### src/rtl/execute_muldiv_seq_pkg.sv
// Shared opcode constants and sequencer state encoding for the iterative mul/div unit.
package execute_muldiv_seq_pkg;

    localparam logic [6:0] OP_MUL = 7'b000_0010;
    localparam logic [6:0] OP_DIV = 7'b000_0011;

    typedef enum logic [1:0] {
        MDS_IDLE = 2'd0,
        MDS_RUN  = 2'd1,
        MDS_DONE = 2'd2
    } mds_state_e;

endpackage

### src/rtl/execute_muldiv_seq_step.sv
// One combinational iteration: shift-add multiply (LSB-first) or restoring divide (MSB-first).
// acc is the partial product / remainder; opa is multiplicand / dividend-quotient; opb is multiplier / divisor.
module execute_muldiv_seq_step #(
    parameter int LEN_REG = 32
) (
    input  logic               op_div_i,
    input  logic [LEN_REG:0]   acc_i,
    input  logic [LEN_REG-1:0] opa_i,
    input  logic [LEN_REG-1:0] opb_i,
    output logic [LEN_REG:0]   acc_o,
    output logic [LEN_REG-1:0] opa_o,
    output logic [LEN_REG-1:0] opb_o
);

    logic [LEN_REG-1:0] mul_sum;
    logic [LEN_REG+1:0] trial;

    assign mul_sum = acc_i[LEN_REG-1:0] + (opb_i[0] ? opa_i : '0);
    // Remainder shifted left with the next dividend bit, minus the divisor; MSB is the borrow.
    assign trial   = {acc_i, opa_i[LEN_REG-1]} - {2'b00, opb_i};

    always_comb begin
        acc_o = acc_i;
        opa_o = opa_i;
        opb_o = opb_i;
        if (op_div_i) begin
            if (trial[LEN_REG+1]) begin
                acc_o = {acc_i[LEN_REG-1:0], opa_i[LEN_REG-1]};
                opa_o = {opa_i[LEN_REG-2:0], 1'b0};
            end else begin
                acc_o = trial[LEN_REG:0];
                opa_o = {opa_i[LEN_REG-2:0], 1'b1};
            end
        end else begin
            acc_o = {1'b0, mul_sum};
            opa_o = opa_i << 1;
            opb_o = opb_i >> 1;
        end
    end

endmodule

### src/rtl/execute_muldiv_seq.sv
// Iterative mul/div sequencer: result valid LEN_REG clocks after accept; result held while stall_i.
// Upstream is stalled while running and while a finished result is blocked downstream.
module execute_muldiv_seq
    import execute_muldiv_seq_pkg::*;
#(
    parameter int LEN_REG     = 32,
    parameter int LEN_OPECODE = 7,
    parameter int LEN_CNT     = 6
) (
    input  logic                   clk,
    input  logic                   rst,
    input  logic                   valid_i,
    output logic                   stall_o,
    output logic                   valid_o,
    input  logic                   stall_i,
    input  logic [LEN_OPECODE-1:0] opecode,
    input  logic [LEN_REG-1:0]     data_rd,
    input  logic [LEN_REG-1:0]     data_rs,
    output logic [LEN_REG-1:0]     data_o,
    output logic                   busy
);

    localparam logic [LEN_CNT-1:0] LAST_STEP = LEN_CNT'(LEN_REG - 1);

    mds_state_e         state_q, state_d;
    logic [LEN_CNT-1:0] cnt_q, cnt_d;
    logic               is_div_q, is_div_d;
    logic [LEN_REG:0]   acc_q, acc_d;
    logic [LEN_REG-1:0] opa_q, opa_d;
    logic [LEN_REG-1:0] opb_q, opb_d;
    logic [LEN_REG-1:0] data_q, data_d;
    logic               valid_q, valid_d;

    logic               is_mul_op, is_div_op, accept;
    logic [LEN_REG:0]   step_acc;
    logic [LEN_REG-1:0] step_opa, step_opb;

    execute_muldiv_seq_step #(.LEN_REG(LEN_REG)) u_step (
        .op_div_i (is_div_q),
        .acc_i    (acc_q),
        .opa_i    (opa_q),
        .opb_i    (opb_q),
        .acc_o    (step_acc),
        .opa_o    (step_opa),
        .opb_o    (step_opb)
    );

    assign is_mul_op = (opecode == LEN_OPECODE'(OP_MUL));
    assign is_div_op = (opecode == LEN_OPECODE'(OP_DIV));
    assign accept    = valid_i & (is_mul_op | is_div_op) &
                       ((state_q == MDS_IDLE) | ((state_q == MDS_DONE) & ~stall_i));

    assign stall_o = (state_q == MDS_RUN) | ((state_q == MDS_DONE) & stall_i);
    assign busy    = (state_q != MDS_IDLE);
    assign valid_o = valid_q;
    assign data_o  = data_q;

    always_comb begin
        state_d  = state_q;
        cnt_d    = cnt_q;
        is_div_d = is_div_q;
        acc_d    = acc_q;
        opa_d    = opa_q;
        opb_d    = opb_q;
        data_d   = data_q;
        valid_d  = valid_q;
        case (state_q)
            MDS_IDLE: ;
            MDS_RUN: begin
                acc_d = step_acc;
                opa_d = step_opa;
                opb_d = step_opb;
                cnt_d = cnt_q + LEN_CNT'(1);
                if (cnt_q == LAST_STEP) begin
                    state_d = MDS_DONE;
                    data_d  = is_div_q ? step_opa : step_acc[LEN_REG-1:0];
                    valid_d = 1'b1;
                end
            end
            MDS_DONE: begin
                if (!stall_i) begin
                    state_d = MDS_IDLE;
                    valid_d = 1'b0;
                end
            end
            default: state_d = MDS_IDLE;
        endcase
        // Accept overrides DONE's consume so back-to-back ops skip IDLE.
        if (accept) begin
            state_d  = MDS_RUN;
            cnt_d    = '0;
            is_div_d = is_div_op;
            acc_d    = '0;
            opa_d    = data_rd;
            opb_d    = data_rs;
            valid_d  = 1'b0;
        end
    end

    always_ff @(posedge clk or negedge rst) begin
        if (!rst) begin
            state_q  <= MDS_IDLE;
            cnt_q    <= '0;
            is_div_q <= 1'b0;
            acc_q    <= '0;
            opa_q    <= '0;
            opb_q    <= '0;
            data_q   <= '0;
            valid_q  <= 1'b0;
        end else begin
            state_q  <= state_d;
            cnt_q    <= cnt_d;
            is_div_q <= is_div_d;
            acc_q    <= acc_d;
            opa_q    <= opa_d;
            opb_q    <= opb_d;
            data_q   <= data_d;
            valid_q  <= valid_d;
        end
    end

endmodule

### config.mk
export PLATFORM = sky130hd
export DESIGN_NAME = execute_muldiv_seq
export DESIGN_NICKNAME = d
export VERILOG_FILES = /design/src/rtl/execute_muldiv_seq_pkg.sv /design/src/rtl/execute_muldiv_seq_step.sv /design/src/rtl/execute_muldiv_seq.sv
export SDC_FILE = /design/constraint.sdc
export NUM_CORES = 1
export LEC_CHECK = 0
export ABC_AREA = 1
export BUFFER_PORTS_ARGS = -buffer_cell sky130_fd_sc_hd__buf_2
export CORE_ASPECT_RATIO = 1.25
export CORE_MARGIN = 2
export CORE_UTILIZATION = 30
export CTS_CLUSTER_SIZE = 40
export DETAILED_ROUTE_END_ITERATION = 7
export GPL_TIMING_DRIVEN = 1
export SLEW_MARGIN = 40
export SYNTH_ARGS = -nofsm -noshare
export SYNTH_HDL_FRONTEND = slang
export SYNTH_SLANG_ARGS = --single-unit
### constraint.sdc
create_clock -name clk -period 2.84 [get_ports clk]
set_clock_uncertainty 0.15 [all_clocks]
set_input_delay 0.568 -clock clk [delete_from_list [all_inputs] [get_ports clk]]
set_output_delay 0.568 -clock clk [all_outputs]
set_load 0.005 [all_outputs]
[After elaboration in Yosys (flattened, before gate mapping)]
Index checks and enable logic that the tools add are counted.
Cells by class
  $add $sub $neg: 3
  equal/unequal tests: 9
  bitwise logic cells: 8
  reductions and logical operators: 8
  mux-type cells: 23
Operator list (number)
  two-way mux 32 bit: 7
  two-way mux 33 bit: 4
  subtractor 34 x 32 -> 34 bit: 1
  adder 32 bit: 1
  == test 7 x 2 -> 1 bit, second input constant: 2
  two-way mux 6 bit: 2
  adder 6 x 1 -> 6 bit, second input constant: 1
  == test 6 x 5 -> 1 bit, second input constant: 1
  two-way mux 2 bit: 3
  one-hot mux 2 bit (3 select lines): 1
  AND reduction 3 bit: 2
  two-way mux 1 bit: 5
  bitwise AND 1 bit: 4
  AND reduction 2 bit: 2
  nonzero test 2 bit: 2
  inequality test 3 x 2 -> 1 bit, second input constant: 1
  inequality test 3 bit, second input constant: 1
  bitwise OR 1 bit: 3
  nonzero test 3 bit: 1
  == test 2 x 1 -> 1 bit, second input constant: 1
  == test 2 bit, second input constant: 1
  zero test 2 bit: 1
  inequality test 2 x 1 -> 1 bit, second input constant: 1
  inequality test 2 bit, second input constant: 1
  2 further kinds: 2
Word-level totals
  logic and storage cells: 59
  input port bits: 75
  register bits: 139
  output and inout bits: 35

[Depth between registers and ports, before layout]
  word-level depth: 6
  depth in mapped cells: 20
  gate-level depth less buffers: 20

[Cells and area by module]
From an unflattened synthesis, not the netlist that was laid out.
Second synthesis, totals
  cells, all modules: 2059
  area total of the unflattened synthesis: 12707.2 sq um
By module, submodules not included
  execute_muldiv_seq_step: cells each 1294, times used 1, area each 6443.7 sq um, sequential area each 0.0 sq um
  execute_muldiv_seq: cells each 765, times used 1, area each 6263.5 sq um, sequential area each 3478.3 sq um

[Worst setup path after synthesis]
OpenSTA, ideal clock, no wires.
  path kind: flip-flop to flip-flop
  start point: register opb_q[0]
  end point: register acc_q[22]
  stages on the path, launching flop included: 21
  path slack: 229 ps
  buffers on the path: 1
  arrival time: 2344 ps
  setup time: 117 ps
  required time: 2573 ps
  period minus slack after synthesis: 2611 ps
  cell sequence: dfrtp_1 -> clkbuf_1 -> nand2_1 -> inv_1 -> ha_1 -> inv_1 -> fa_1 -> inv_1 -> nand3_1 -> nand2_1 -> nand2_1 -> nand2_1 -> nand3_1 -> nand2_1 -> nand2_1 -> nand2_1 -> a21oi_1 -> o21ai_0 -> nand2_1 -> nand2_1 -> nand2_1
Between the ends
  longest elaborated chain between the ends: 5
  elaborated cells on any way between the ends: 7
  those cells by class: 2 x add/sub; 5 x mux
RTL lines
  start: declaration: RTL line execute_muldiv_seq.sv:30  | logic [LEN_REG-1:0] opb_q, opb_d;
  start signal: assignment: RTL line execute_muldiv_seq.sv:116  | opb_q <= opb_d;
  subtractor 34 x 32 -> 34 bit / two-way mux 32 bit (equally long branches): RTL line execute_muldiv_seq_step.sv:20, execute_muldiv_seq_step.sv:18
  two-way mux 33 bit / adder 32 bit (equally long branches): RTL line execute_muldiv_seq_step.sv:27, execute_muldiv_seq_step.sv:18
  two-way mux 33 bit *: RTL line execute_muldiv_seq_step.sv:26  | if (op_div_i) begin
  two-way mux 33 bit *: RTL line execute_muldiv_seq.sv:67  | case (state_q)
  two-way mux 33 bit *: RTL line execute_muldiv_seq.sv:89  | if (accept) begin
  end signal: assignment: RTL line execute_muldiv_seq.sv:105  | acc_q <= '0;
  end signal: assignment: RTL line execute_muldiv_seq.sv:114  | acc_q <= acc_d;
  end: declaration: RTL line execute_muldiv_seq.sv:28  | logic [LEN_REG:0] acc_q, acc_d;
Mark *: on every way between the ends. The rest lies on a longest branch, timed or not. The select of a mux whose other input is x is not followed.
A chain may end at the register's enable or synchronous reset.

[Worst setup path in the final report]
Same ends and word-level chain as after synthesis.

==> results.json <==
{
  "core_um2": 37400,
  "outcome": "finished clean",
  "grtUsageTotal_pct": 21.0,
  "drv_cap": 0,
  "grt_max_degree": 61,
  "rsz0062_at_grt": "yes",
  "crit_path_start_kind": "register",
  "port_buffers": 109,
  "first_iter_violations": 697,
  "cp_max_fo": 25,
  "postSynthNetCount": 1904,
  "final_cell_mix": "612 x nand2_1, 245 x inv_1, 135 x dfrtp_1",
  "pin_count": 110,
  "grt_overflow_total": 0,
  "num_vias": 12000,
  "max_freq_mhz": 362,
  "clock_latency_ns": 0.45,
  "antenna_found_initial": 1,
  "hold_path_class": "in -> reg",
  "crit_type": "reg -> reg",
  "whs_ns": 0.197,
  "setup_tns_ns": 0,
  "p_per_area_nw_per_um2": 1310,
  "fin_crit_sh_pct": 97.2,
  "rows": 79,
  "layout.nets": 2105,
  "ys_seq_area_share_pct": 30.5,
  "synth.cell_area_um2": 11400,
  "hpwl_mm": 32.6,
  "start_util_pct": 30.6,
  "grt_pass1_wl_mm": 64.6,
  "ant_nets": 0,
  "finalHoldViolations": 0,
  "syn_inst": 1762,
  "nFillCells": 4133,
  "max_slew_margin_pct": 53.9,
  "clkSinkCount": 139,
  "n_antenna_cell": 0,
  "critPathRequiredTime_ns": 3.03,
  "via_per_inst": 4.89,
  "worst_slack_ns": 0.0793,
  "setup_viol": 0,
  "die-area_um2": 39700,
  "slew_violations": 0,
  "final.min_clock_period_ns": 2.76,
  "power.total_w": 0.0185,
  "clk_path_buf_depth": 2,
  "drt_wl_total_mm": 40.8,
  "final_common_cell": "nand2_1",
  "critPathArrivalTime_ns": 2.95,
  "die_h_um": 222,
  "irDropWorstVdd_uv": 557,
  "clock_tree.root_cell": "clkbuf_16",
  "path_clk_slew_ns": 0.07,
  "drt_pass1_iterations": 6,
  "worst_pin_slew_ns": 0.691,
  "cp-end-kind": "register",
  "grt_pass1_vias": 12000,
  "post-route-util_pct": 38.0,
  "die_w_um": 179,
  "yosysWarnings": 0,
  "syn_to_final_growth_pct": 24.4,
  "synth_area_per_cell_um2": 6.48,
  "numCtsBuffers": 17,
  "cts_tree": "built",
  "htree_levels": 4,
  "cellLeakagePower_nw": 7.63,
  "finalWeightedCongestion": 0.932,
  "layout-drive-gt1-share_pct": 18.5,
  "detailedPlace.worstSlack_ns": 0.00191,
  "synth_cell_types": 48,
  "wl_per_cell_um": 16.6,
  "synth_seq_cells": 139,
  "drc": 0
}
path summary, 6_finish.rpt:
path	startpoint	end	slack (ns)	cells past startpoint
setup / recovery	opb_q[0]	acc_q[22]	0.08	15
hold / removal	data_rd[14]	opa_q[14]	0.20	3
setup reg to reg	opb_q[0]	acc_q[22]	0.08	15
hold reg to reg	valid_o	valid_o	0.33	2
min in group asynchronous	rst	opb_q[5]	0.51	2
max in group asynchronous	rst	opb_q[15]	1.25	3
per-layer routing:
metal  wire length, µm  share of wire, %  track usage, %  vias to the layer above
li1                  -                 -               -                     6096
met1             18200                45            27.6                     5523
met2             19100                47            34.4                      338
met3              1970               4.8            2.95                       84
met4              1540               3.8            8.52                        2
met5                16             0.039               0                        -
registers in the layout (all words and copies together) (netlist names):
signal	count
acc_q	33
cnt_q	6
data_o	32
is_div_q	1
opa_q	32
opb_q	32
state_q	2
valid_o	1
cell type report:
class	count	area [µm²]	share of cell area, %
Timing Repair Buffer	235	1580	11.1
Clock buffer	20	457	3.21
Multi-Input combinational cell	1317	6990	49.2
Tap cell	486	608	4.28
Clock inverter	12	139	0.978
Sequential cell	139	3480	24.5
Inverter	253	950	6.68
critical path: stages, from the launching register on:
cell     delay [ns]
dfrtp_2        0.45
buf_12         0.17
nand2_1        0.06
inv_1          0.05
ha_1           0.31
buf_4          0.13
nand2_1        0.08
buf_4          0.15
nor3_1         0.46
nand2_1        0.14
nand2_2        0.12
a21oi_1        0.07
o21ai_1        0.13
nand2_1        0.08
nand2_1        0.06
nand2_1        0.04
stage by stage:
stage          cell area (µm²)  cells
5_1_grt                  14200   2462
2_1_floorplan            11400   1762
3_5_place_dp             13300   2426
6_report                 14200   2462
4_1_cts                  13900   2459
3_3_place_gp             13300   2426
cells in the mapped netlist, drive strengths merged:
cell type | n | area, µm²
or3 | 1 | 6.26
a22o | 1 | 8.76
nand2 | 634 | 2450
o21bai | 7 | 52.6
clkinv | 1 | 3.75
a31o | 1 | 8.76
a22oi | 16 | 120
nand3b | 8 | 60.1
xnor2 | 16 | 140
nand4 | 14 | 87.6
fa | 2 | 40.0
a21boi | 2 | 15.0
dfrtp | 139 | 3480
a21o | 3 | 22.5
o211ai | 17 | 128
clkbuf | 22 | 82.6
inv | 252 | 946
xor2 | 6 | 52.6
nor3 | 14 | 75.1
buf | 32 | 191
and2 | 1 | 6.26
nor2 | 98 | 407
a21oi | 113 | 569
nor3b | 1 | 7.51
o21ai | 128 | 641
a31oi | 2 | 12.5
o21a | 4 | 30.0
or2 | 3 | 18.8
nor4 | 3 | 33.8
nand3 | 127 | 663
ha | 65 | 813
a2bb2oi | 29 | 254
power breakdown:
group          total (W)  switching [W]  internal, W
combinational     0.0129        0.00792      0.00499
clock            0.00231       0.000965      0.00135
sequential       0.00332       0.000641      0.00268
total             0.0185        0.00953      0.00901
kinds of logic after synthesis:
kind of cell               after synthesis  synth area share [%]
adders and majority gates               67                  7.47
buffers and inverters                  307                  10.7
and+or+nand+nor                        904                  33.4
DFF                                    139                  30.5
AOI/OAI and AO/OA                      323                  16.3
xor gates and xnor gates                22                  1.69
what timing repair did:
item	CTS	global route
buffers inserted	0	2
pin swaps	0	7
cloned	0	1
resized for setup	1	79
hold buffers	1	0
endpoints found under the setup margin	1	46
endpoints found under the hold margin	43	0
Note: power is estimated with default switching activity, not from simulation.
